$ cat src/rtl/pc_sequencer.sv
`default_nettype none
// ============================================================================
// Module   : pc_sequencer
// Purpose  : Fetch/execute sequencer that drives the active-low strobes of the
//            TRISC PC counter and keeps a shadow PC. FETCH_WDOG_EN adds a fetch
//            watchdog.
// Revision : 1.0 - initial release
// ============================================================================
module pc_sequencer #(
  parameter int N       = 4,
  parameter int IW      = 8,
  parameter int TIMEOUT = 15
) (
  input  logic          clk,
  input  logic          clear_i,
  input  logic          run_i,
  input  logic          halt_req_i,
  output logic          mem_req_o,
  input  logic          mem_ack_i,
  input  logic [IW-1:0] instr_in_i,
  output logic [IW-1:0] ir_o,
  output logic          ir_valid_o,
  output logic          exec_start_o,
  input  logic          exec_done_i,
  input  logic          branch_taken_i,
  input  logic [N-1:0]  branch_target_i,
  output logic          pc_clear_n_o,
  output logic          pc_load_n_o,
  output logic          pc_inc_n_o,
  output logic [N-1:0]  pc_d_o,
  output logic [N-1:0]  pc_shadow_o,
  output logic          halted_o,
  output logic          fault_o
);

  typedef enum logic [2:0] {
    S_INIT   = 3'd0,
    S_IDLE   = 3'd1,
    S_FETCH  = 3'd2,
    S_EXEC   = 3'd3,
    S_UPDATE = 3'd4,
    S_HALT   = 3'd5
  } state_t;

  if (TIMEOUT < 1) begin : g_bad_timeout
    $error("pc_sequencer: TIMEOUT must be at least 1");
  end

  state_t         state_q, state_d;
  logic           mem_req_q, mem_req_d;
  logic [IW-1:0]  ir_q, ir_d;
  logic           ir_valid_q, ir_valid_d;
  logic           exec_start_q, exec_start_d;
  logic           clear_n_q, clear_n_d;
  logic           load_n_q, load_n_d;
  logic           inc_n_q, inc_n_d;
  logic [N-1:0]   pc_data_q, pc_data_d;
  logic [N-1:0]   shadow_q, shadow_d;
  logic           halted_q, halted_d;
  logic           halt_flag_q, halt_flag_d;
  logic           branch_q, branch_d;
  logic           w_halt_pend;
  logic           w_may_leave_halt;

`ifdef FETCH_WDOG_EN
  localparam int          TW   = $clog2(TIMEOUT + 1);
  localparam logic [TW-1:0] TLIM = TW'(TIMEOUT - 1);

  logic [TW-1:0]  wdog_q, wdog_d;
  logic           fault_q, fault_d;

  assign w_may_leave_halt = !fault_q;
  assign fault_o          = fault_q;
`else
  assign w_may_leave_halt = 1'b1;
  assign fault_o          = 1'b0;
`endif

  // A halt request raised in the deciding cycle itself is honoured too.
  assign w_halt_pend = halt_flag_q | halt_req_i;

  always_comb begin
    state_d      = state_q;
    mem_req_d    = mem_req_q;
    ir_d         = ir_q;
    ir_valid_d   = ir_valid_q;
    exec_start_d = 1'b0;
    clear_n_d    = 1'b1;
    load_n_d     = 1'b1;
    inc_n_d      = 1'b1;
    pc_data_d    = pc_data_q;
    shadow_d     = shadow_q;
    halted_d     = halted_q;
    halt_flag_d  = w_halt_pend;
    branch_d     = branch_q;
`ifdef FETCH_WDOG_EN
    wdog_d       = '0;
    fault_d      = fault_q;
`endif

    case (state_q)
      S_INIT: begin
        clear_n_d = 1'b0;
        state_d   = S_IDLE;
      end

      S_IDLE: begin
        if (w_halt_pend) begin
          state_d  = S_HALT;
          halted_d = 1'b1;
        end else if (run_i) begin
          state_d    = S_FETCH;
          mem_req_d  = 1'b1;
          ir_valid_d = 1'b0;
        end
      end

      S_FETCH: begin
        if (mem_ack_i) begin
          ir_d         = instr_in_i;
          ir_valid_d   = 1'b1;
          mem_req_d    = 1'b0;
          exec_start_d = 1'b1;
          state_d      = S_EXEC;
        end
`ifdef FETCH_WDOG_EN
        else if (wdog_q == TLIM) begin
          mem_req_d = 1'b0;
          fault_d   = 1'b1;
          halted_d  = 1'b1;
          state_d   = S_HALT;
        end else begin
          wdog_d = wdog_q + TW'(1);
        end
`endif
      end

      S_EXEC: begin
        if (exec_done_i) begin
          branch_d = branch_taken_i;
          if (branch_taken_i) begin
            pc_data_d = branch_target_i;
            shadow_d  = branch_target_i;
          end else begin
            shadow_d  = shadow_q + N'(1);
          end
          state_d = S_UPDATE;
        end
      end

      // pc_d already settled at EXEC exit, so the registered strobe lands a
      // full cycle after the data and the counter sees stable D on its edge.
      S_UPDATE: begin
        if (branch_q) load_n_d = 1'b0;
        else          inc_n_d  = 1'b0;
        if (w_halt_pend) begin
          state_d  = S_HALT;
          halted_d = 1'b1;
        end else if (!run_i) begin
          state_d = S_IDLE;
        end else begin
          state_d    = S_FETCH;
          mem_req_d  = 1'b1;
          ir_valid_d = 1'b0;
        end
      end

      S_HALT: begin
        mem_req_d = 1'b0;
        if (!run_i && !halt_req_i && w_may_leave_halt) begin
          state_d     = S_IDLE;
          halted_d    = 1'b0;
          halt_flag_d = 1'b0;
        end
      end

      default: begin
        state_d = S_INIT;
      end
    endcase
  end

  always_ff @(posedge clk) begin
    if (!clear_i) begin
      state_q      <= S_INIT;
      mem_req_q    <= 1'b0;
      ir_q         <= '0;
      ir_valid_q   <= 1'b0;
      exec_start_q <= 1'b0;
      clear_n_q    <= 1'b1;
      load_n_q     <= 1'b1;
      inc_n_q      <= 1'b1;
      pc_data_q    <= '0;
      shadow_q     <= '0;
      halted_q     <= 1'b0;
      halt_flag_q  <= 1'b0;
      branch_q     <= 1'b0;
    end else begin
      state_q      <= state_d;
      mem_req_q    <= mem_req_d;
      ir_q         <= ir_d;
      ir_valid_q   <= ir_valid_d;
      exec_start_q <= exec_start_d;
      clear_n_q    <= clear_n_d;
      load_n_q     <= load_n_d;
      inc_n_q      <= inc_n_d;
      pc_data_q    <= pc_data_d;
      shadow_q     <= shadow_d;
      halted_q     <= halted_d;
      halt_flag_q  <= halt_flag_d;
      branch_q     <= branch_d;
    end
  end

`ifdef FETCH_WDOG_EN
  always_ff @(posedge clk) begin
    if (!clear_i) begin
      wdog_q  <= '0;
      fault_q <= 1'b0;
    end else begin
      wdog_q  <= wdog_d;
      fault_q <= fault_d;
    end
  end
`endif

  assign mem_req_o    = mem_req_q;
  assign ir_o         = ir_q;
  assign ir_valid_o   = ir_valid_q;
  assign exec_start_o = exec_start_q;
  assign pc_clear_n_o = clear_n_q;
  assign pc_load_n_o  = load_n_q;
  assign pc_inc_n_o   = inc_n_q;
  assign pc_d_o       = pc_data_q;
  assign pc_shadow_o  = shadow_q;
  assign halted_o     = halted_q;

endmodule
`default_nettype wire

$ cat config.mk
export PLATFORM = sky130hd
export DESIGN_NAME = pc_sequencer
export DESIGN_NICKNAME = d
export VERILOG_FILES = /design/src/rtl/pc_sequencer.sv
export SDC_FILE = /design/constraint.sdc
export NUM_CORES = 1
export LEC_CHECK = 0
export CAP_MARGIN = 40
export CORE_MARGIN = 3
export CORE_UTILIZATION = 46
export CTS_BUF_LIST = sky130_fd_sc_hd__clkbuf_4
export DETAILED_ROUTE_END_ITERATION = 16
export PLACE_DENSITY = 0.81
export SYNTH_ARGS = -nofsm -noshare
export SYNTH_HDL_FRONTEND = slang
export SYNTH_SLANG_ARGS = --single-unit
$ cat constraint.sdc
create_clock -name clk -period 1.6 [get_ports clk]
set_input_delay 0.32 -clock clk [delete_from_list [all_inputs] [get_ports clk]]
set_output_delay 0.32 -clock clk [all_outputs]
set_load 0.02 [all_outputs]
======== Yosys cells after proc, flatten, opt, wreduce, memory -nomap -nowiden ========
Cells that the tools add are included.
word-level totals
  register bits ........................... 28
  input bits .............................. 19
  output and inout bits ................... 24
  word-level logic and storage cells ...... 70
cells by class
  add/subtract/negate cells ............... 1
  equality and inequality tests ........... 12
  mux-type cells .......................... 26
  bitwise logic cells ..................... 1
  reductions and logical operators ........ 17
operators by type and width
  operator                                                                  number
  3-bit 2-to-1 mux                                                          6
  3-bit one-hot mux with 6 select lines                                     1
  1-bit 2-to-1 mux                                                          14
  4-bit AND reduction                                                       3
  2-bit inequality test (second input constant)                             4
  2-bit AND reduction                                                       4
  3-bit by 2-bit equality test with 1-bit output (second input constant)    2
  3-bit equality test (second input constant)                               2
  3-bit AND reduction                                                       2
  4-bit by 1-bit adder with 4-bit output (second input constant)            1
  4-bit 2-to-1 mux                                                          1
  2-bit by 1-bit inequality test with 1-bit output (second input constant)  2
  1-bit one-hot mux with 2 select lines                                     2
  2-bit nonzero test                                                        2
  3-bit by 1-bit equality test with 1-bit output (second input constant)    1
  3-bit zero test                                                           1
  3-bit inequality test (second input constant)                             1
  1-bit one-hot mux with 3 select lines                                     1
  3-bit nonzero test                                                        1
  1-bit zero test                                                           2
  2-bit 2-to-1 mux                                                          1
  2-bit OR reduction                                                        1
  1-bit logical AND                                                         1
  1-bit bitwise OR                                                          1

======== Logic depth before layout (Yosys ltp) ========
Gate-level depths: netlist (run 1).
  depth in word-level cells ............... 4
  depth in mapped cells ................... 5
  depth with buffers taken out ............ 5

======== Least setup slack after synthesis (run 1) ========
Ideal clock, no wire load.
  path kind ............................... register to register
  from .................................... reg state_q[1]
  to ...................................... reg shadow_q[3] (netlist: pc_shadow_o[3])
  library setup time ...................... 0.070 ns
  data arrival time ....................... 1.207 ns
  data required time ...................... 1.530 ns
  path slack .............................. 0.323 ns
  cell stages (with the launch flop) ...... 6
  path buffers ............................ 1
  period minus slack after synthesis ...... 1.277 ns
  path through ............................ dfxtp_1 -> buf_6 -> nand4b_4 -> or3_1 -> a21o_1 -> a21boi_1
on the way
  longest elaborated chain between the ends .. 2
ends and longest elaborated chain
  element                                         RTL line  source
  start, declared                                 49        state_t state_q, state_d;
  start signal, assigned                          199       state_q <= state_d;
  3-bit by 2-bit equality test with 1-bit output  101       case (state_q)
  2-bit AND reduction (no line)                   --
  end signal, assigned                            208       shadow_q <= shadow_d;
  end, declared                                   58        logic [N-1:0] shadow_q, shadow_d;
No other way between the ends.
A chain may end at the register's enable or synchronous reset.

======== Worst setup path after layout (run 1) ========
  from .................................... reg state_q[0]
  to ...................................... reg state_q[2]
on the way
  longest elaborated chain between the ends .. 3
  elaborated cells on any way between the ends .. 12
  classes of those cells .................. 9 x eq/ne; 1 x mux; 2 x reduce/logical
ends and longest elaborated chain
  element                                                                   RTL line
  3-bit by 1-bit equality test with 1-bit output (tied with other cells)    101
  3-bit inequality test (no line) or 2-bit inequality test (tied branches)  --
  4-bit AND reduction (no line)                                             --
Parallel ways exist; a longest one is shown, timed or not.

==> impl_metrics.tcl, run 1 <==
set metrics [dict create \
    use_met1_pct 20.52 \
    cts_sinks 28 \
    min_delay_path_depth 1 \
    grt_overflow 0 \
    place_hpwl_um 2236 \
    grt_setup_unrepaired "no" \
    worstRegToRegCells 5 \
    fin_tns_setup_ps 0 \
    post_drt_wl_per_cell_um 13.84 \
    status "complete, no violations" \
    dieArea_um2 3385 \
    crit_type "flop to flop" \
    drv_cap 0 \
    diodes 0 \
    synthArstFlopShare_pct 0 \
    die_h_um 58.18 \
    synth_edf_count 0 \
    dr.pass1.iters 4 \
    worstPathCellList "buf_4, nor4b_1, a32oi_1, a21boi_0, o21a_1" \
    holdPathEnd "pc_load_n_o" \
    crit_path_max_fanout 7 \
    synth-main-ff-cell "dfxtp_1" \
    yosysWarnings 0 \
    syn-cell-area_um2 1252 \
    grt_max_degree 29 \
    r2r_setup_slack_ps 120 \
    cts_made_buffers 3 \
    synth_most_common_cell "dfxtp_1" \
    avgSynthCellArea_um2 8.638 \
    cp.required_ps 1840 \
    max_stage_delay_ps 520 \
    ir_drop_mv 0.6830 \
    final_util_pct 69.49 \
    report.final.slew_viol_count 0 \
    cts_tree "yes" \
    cp_slowest_cell "dfxtp_1" \
    synth.distinct_cells 36 \
    die_w_um 58.18 \
    first_iter_violations 56 \
    period_needed_ps 1476 \
    cts_buffer_depth 2 \
    viasPerCell 5.341 \
    ios 43 \
    clkTransAtPathRegs_ps 150 \
    grt_usage_pct 18.15 \
    finalCritPeriodShare_pct 92.25 \
    met3_usage_pct 3.563 \
    min_from "branch_q" \
    cp-start-kind "flop" \
    gp_congestion 0.7560 \
    fmax_ghz 0.6775 \
    port_buffers 41 \
    synth_top_area_share_pct 44.76 \
    core_um2 2522 \
    synth_top_cell_by_area "dfxtp_1" \
    regArea_um2 560.5 \
    endpoint_kind "flop" \
    netlist_instances 145 \
    ys_seq_area_share_pct 44.76 \
    wirelength_um 3003 \
    fin_skew_ps 3.552 \
    p_leak_nw 0.7810 \
    area_delta_synth_final_pct 39.96 \
    grt_antenna_before_repair 0 \
    layout-drive-gt1-share_pct 7.487 \
    met2_usage_pct 33.55 \
    hold_ws_ps 439.2 \
    initial_core_util_pct 49.65 \
    ys_ff_latch 28 \
    yosys-top-cells-area "dfxtp_1 (45%), a21boi_0 (9.6%), nand2_1 (8.1%)" \
    p_per_area_nw_per_um2 815.8 \
    nNetsFinal 208 \
    hold_viol 0 \
    worstReg2RegStart "state_q[0]" \
    worst_ep_arrival_time_ps 1710 \
    htreeDepth 1 \
    drc 0 \
    grt_pass1_wl_um 4823 \
    root_buffer "clkbuf_4" \
    clk_latency_ps 320 \
    rows 18 \
    setup_violations 0 \
    rr_endpoint "state_q[2]" \
    synth_commonest_cells "dfxtp_1 (28), nand2_1 (27), a21boi_0 (16)" \
    syn-num-nets 165 \
    grt_pass1_vias 1128 \
    busiest_layer "met2" \
    hold_class "flop to flop" \
    multiInputGateArea_um2 629.4 \
    vias 1159 \
    nFillCells 221 \
    antenna_left 0 \
]
-- final cells by class --
class | count | share of cell area, %
Sequential cell | 28 | 31.98
Tap cell | 30 | 2.141
Clock inverter | 1 | 1.713
Multi-Input combinational cell | 104 | 35.90
Inverter | 3 | 0.6424
Timing Repair Buffer | 48 | 26.34
Clock buffer | 3 | 1.285
-- layer usage --
metal,vias up,routed length [µm]
li1,579,-
met1,548,1250
met2,28,1600
met3,4,129
met4,0,21
met5,-,0
-- sequential cells by signal (all words and copies together) (netlist names), 3 cells and up --
name	count
ir_o	8
pc_d_o	4
pc_shadow_o	4
state_q	3
-- logic make-up (layout without fill, tap and decap cells) --
| kind of cell | after synthesis | after routing | synth area share [%] |
|---|---|---|---|
| and+or+nand+nor | 62 | 62 | 25.98 |
| other | 1 | 1 | 0.2994 |
| AOI/OAI and AO/OA | 37 | 37 | 20.58 |
| muxes | 2 | 2 | 1.598 |
| xor gates and xnor gates | 1 | 1 | 0.6994 |
| DFF | 28 | 28 | 44.76 |
| buffers and inverters | 13 | 55 | 5.095 |
| adders and majority gates | 1 | 1 | 0.9988 |
-- how the worst max path moves through the flow --
stage / from / end / slack, ps / cells past startpoint
final: state_q[0] / state_q[2] / 120 / 5
after global routing: state_q[2] / pc_shadow_o[3] / 2 / 4
after CTS: exec_start_o / exec_start_o / 4 / 1
after detailed placement: exec_done_i / pc_shadow_o[3] / -110 / 5
after global placement: exec_done_i / pc_shadow_o[3] / -80 / 5
after floorplan: state_q[1] / pc_shadow_o[3] / 320 / 5
-- through the flow --
stage	setup slack, ps	power, mW	std cells	area [µm²]
3_5_place_dp	-108.4	0.9930	213	1713
6_report	124.0	1.430	217	1753
4_1_cts	4.018	1.443	217	1742
2_1_floorplan	322.9	0.8813	145	1252
3_3_place_gp	-80.60	0.9850	213	1713
5_1_grt	2.278	1.499	217	1753
-- critical path, delay by kind of cell, from the launching register on --
| family | cells | cell delay, ps |
|---|---|---|
| flops | 1 | 520 |
| compound gates | 3 | 450 |
| simple gates | 1 | 220 |
| buf+inv | 1 | 190 |
-- power by group --
| group | switching [mW] | leakage, nW | internal, mW |
|---|---|---|---|
| clock network | 0.205 | 0.0279 | 0.253 |
| registers | 0.0273 | 0.227 | 0.722 |
| logic | 0.105 | 0.526 | 0.119 |
| total | 0.337 | 0.781 | 1.09 |
-- cells in the final DEF (no fill, tap or decap), types with 5 or more instances in the layout --
master	count
o21ai_0	5
buf_4	6
dfxtp_1	28
dlygate4sd2_1	19
a21boi_0	16
a21oi_1	5
nor2_1	10
clkdlybuf4s50_1	18
nand3_1	6
nand2_1	27
-- repair_timing --
item,CTS,global route
resized for setup,19,5
endpoints found under the hold margin,0,0
hold buffers,0,0
setup buffers,0,0
endpoints found under the setup margin,19,5
Note: power is estimated with default switching activity, not from simulation.
==> inputs of run 2 (changes only) <==
--- a/config.mk
+++ b/config.mk
@@ -5,7 +5,7 @@
 export SDC_FILE = /design/constraint.sdc
 export NUM_CORES = 1
 export LEC_CHECK = 0
-export CAP_MARGIN = 40
+export CAP_MARGIN = 10
 export CORE_MARGIN = 3
 export CORE_UTILIZATION = 46
 export CTS_BUF_LIST = sky130_fd_sc_hd__clkbuf_4
==> results of run 2 <==
No change in the layout: final DEF, timing and power equal those of run 1.
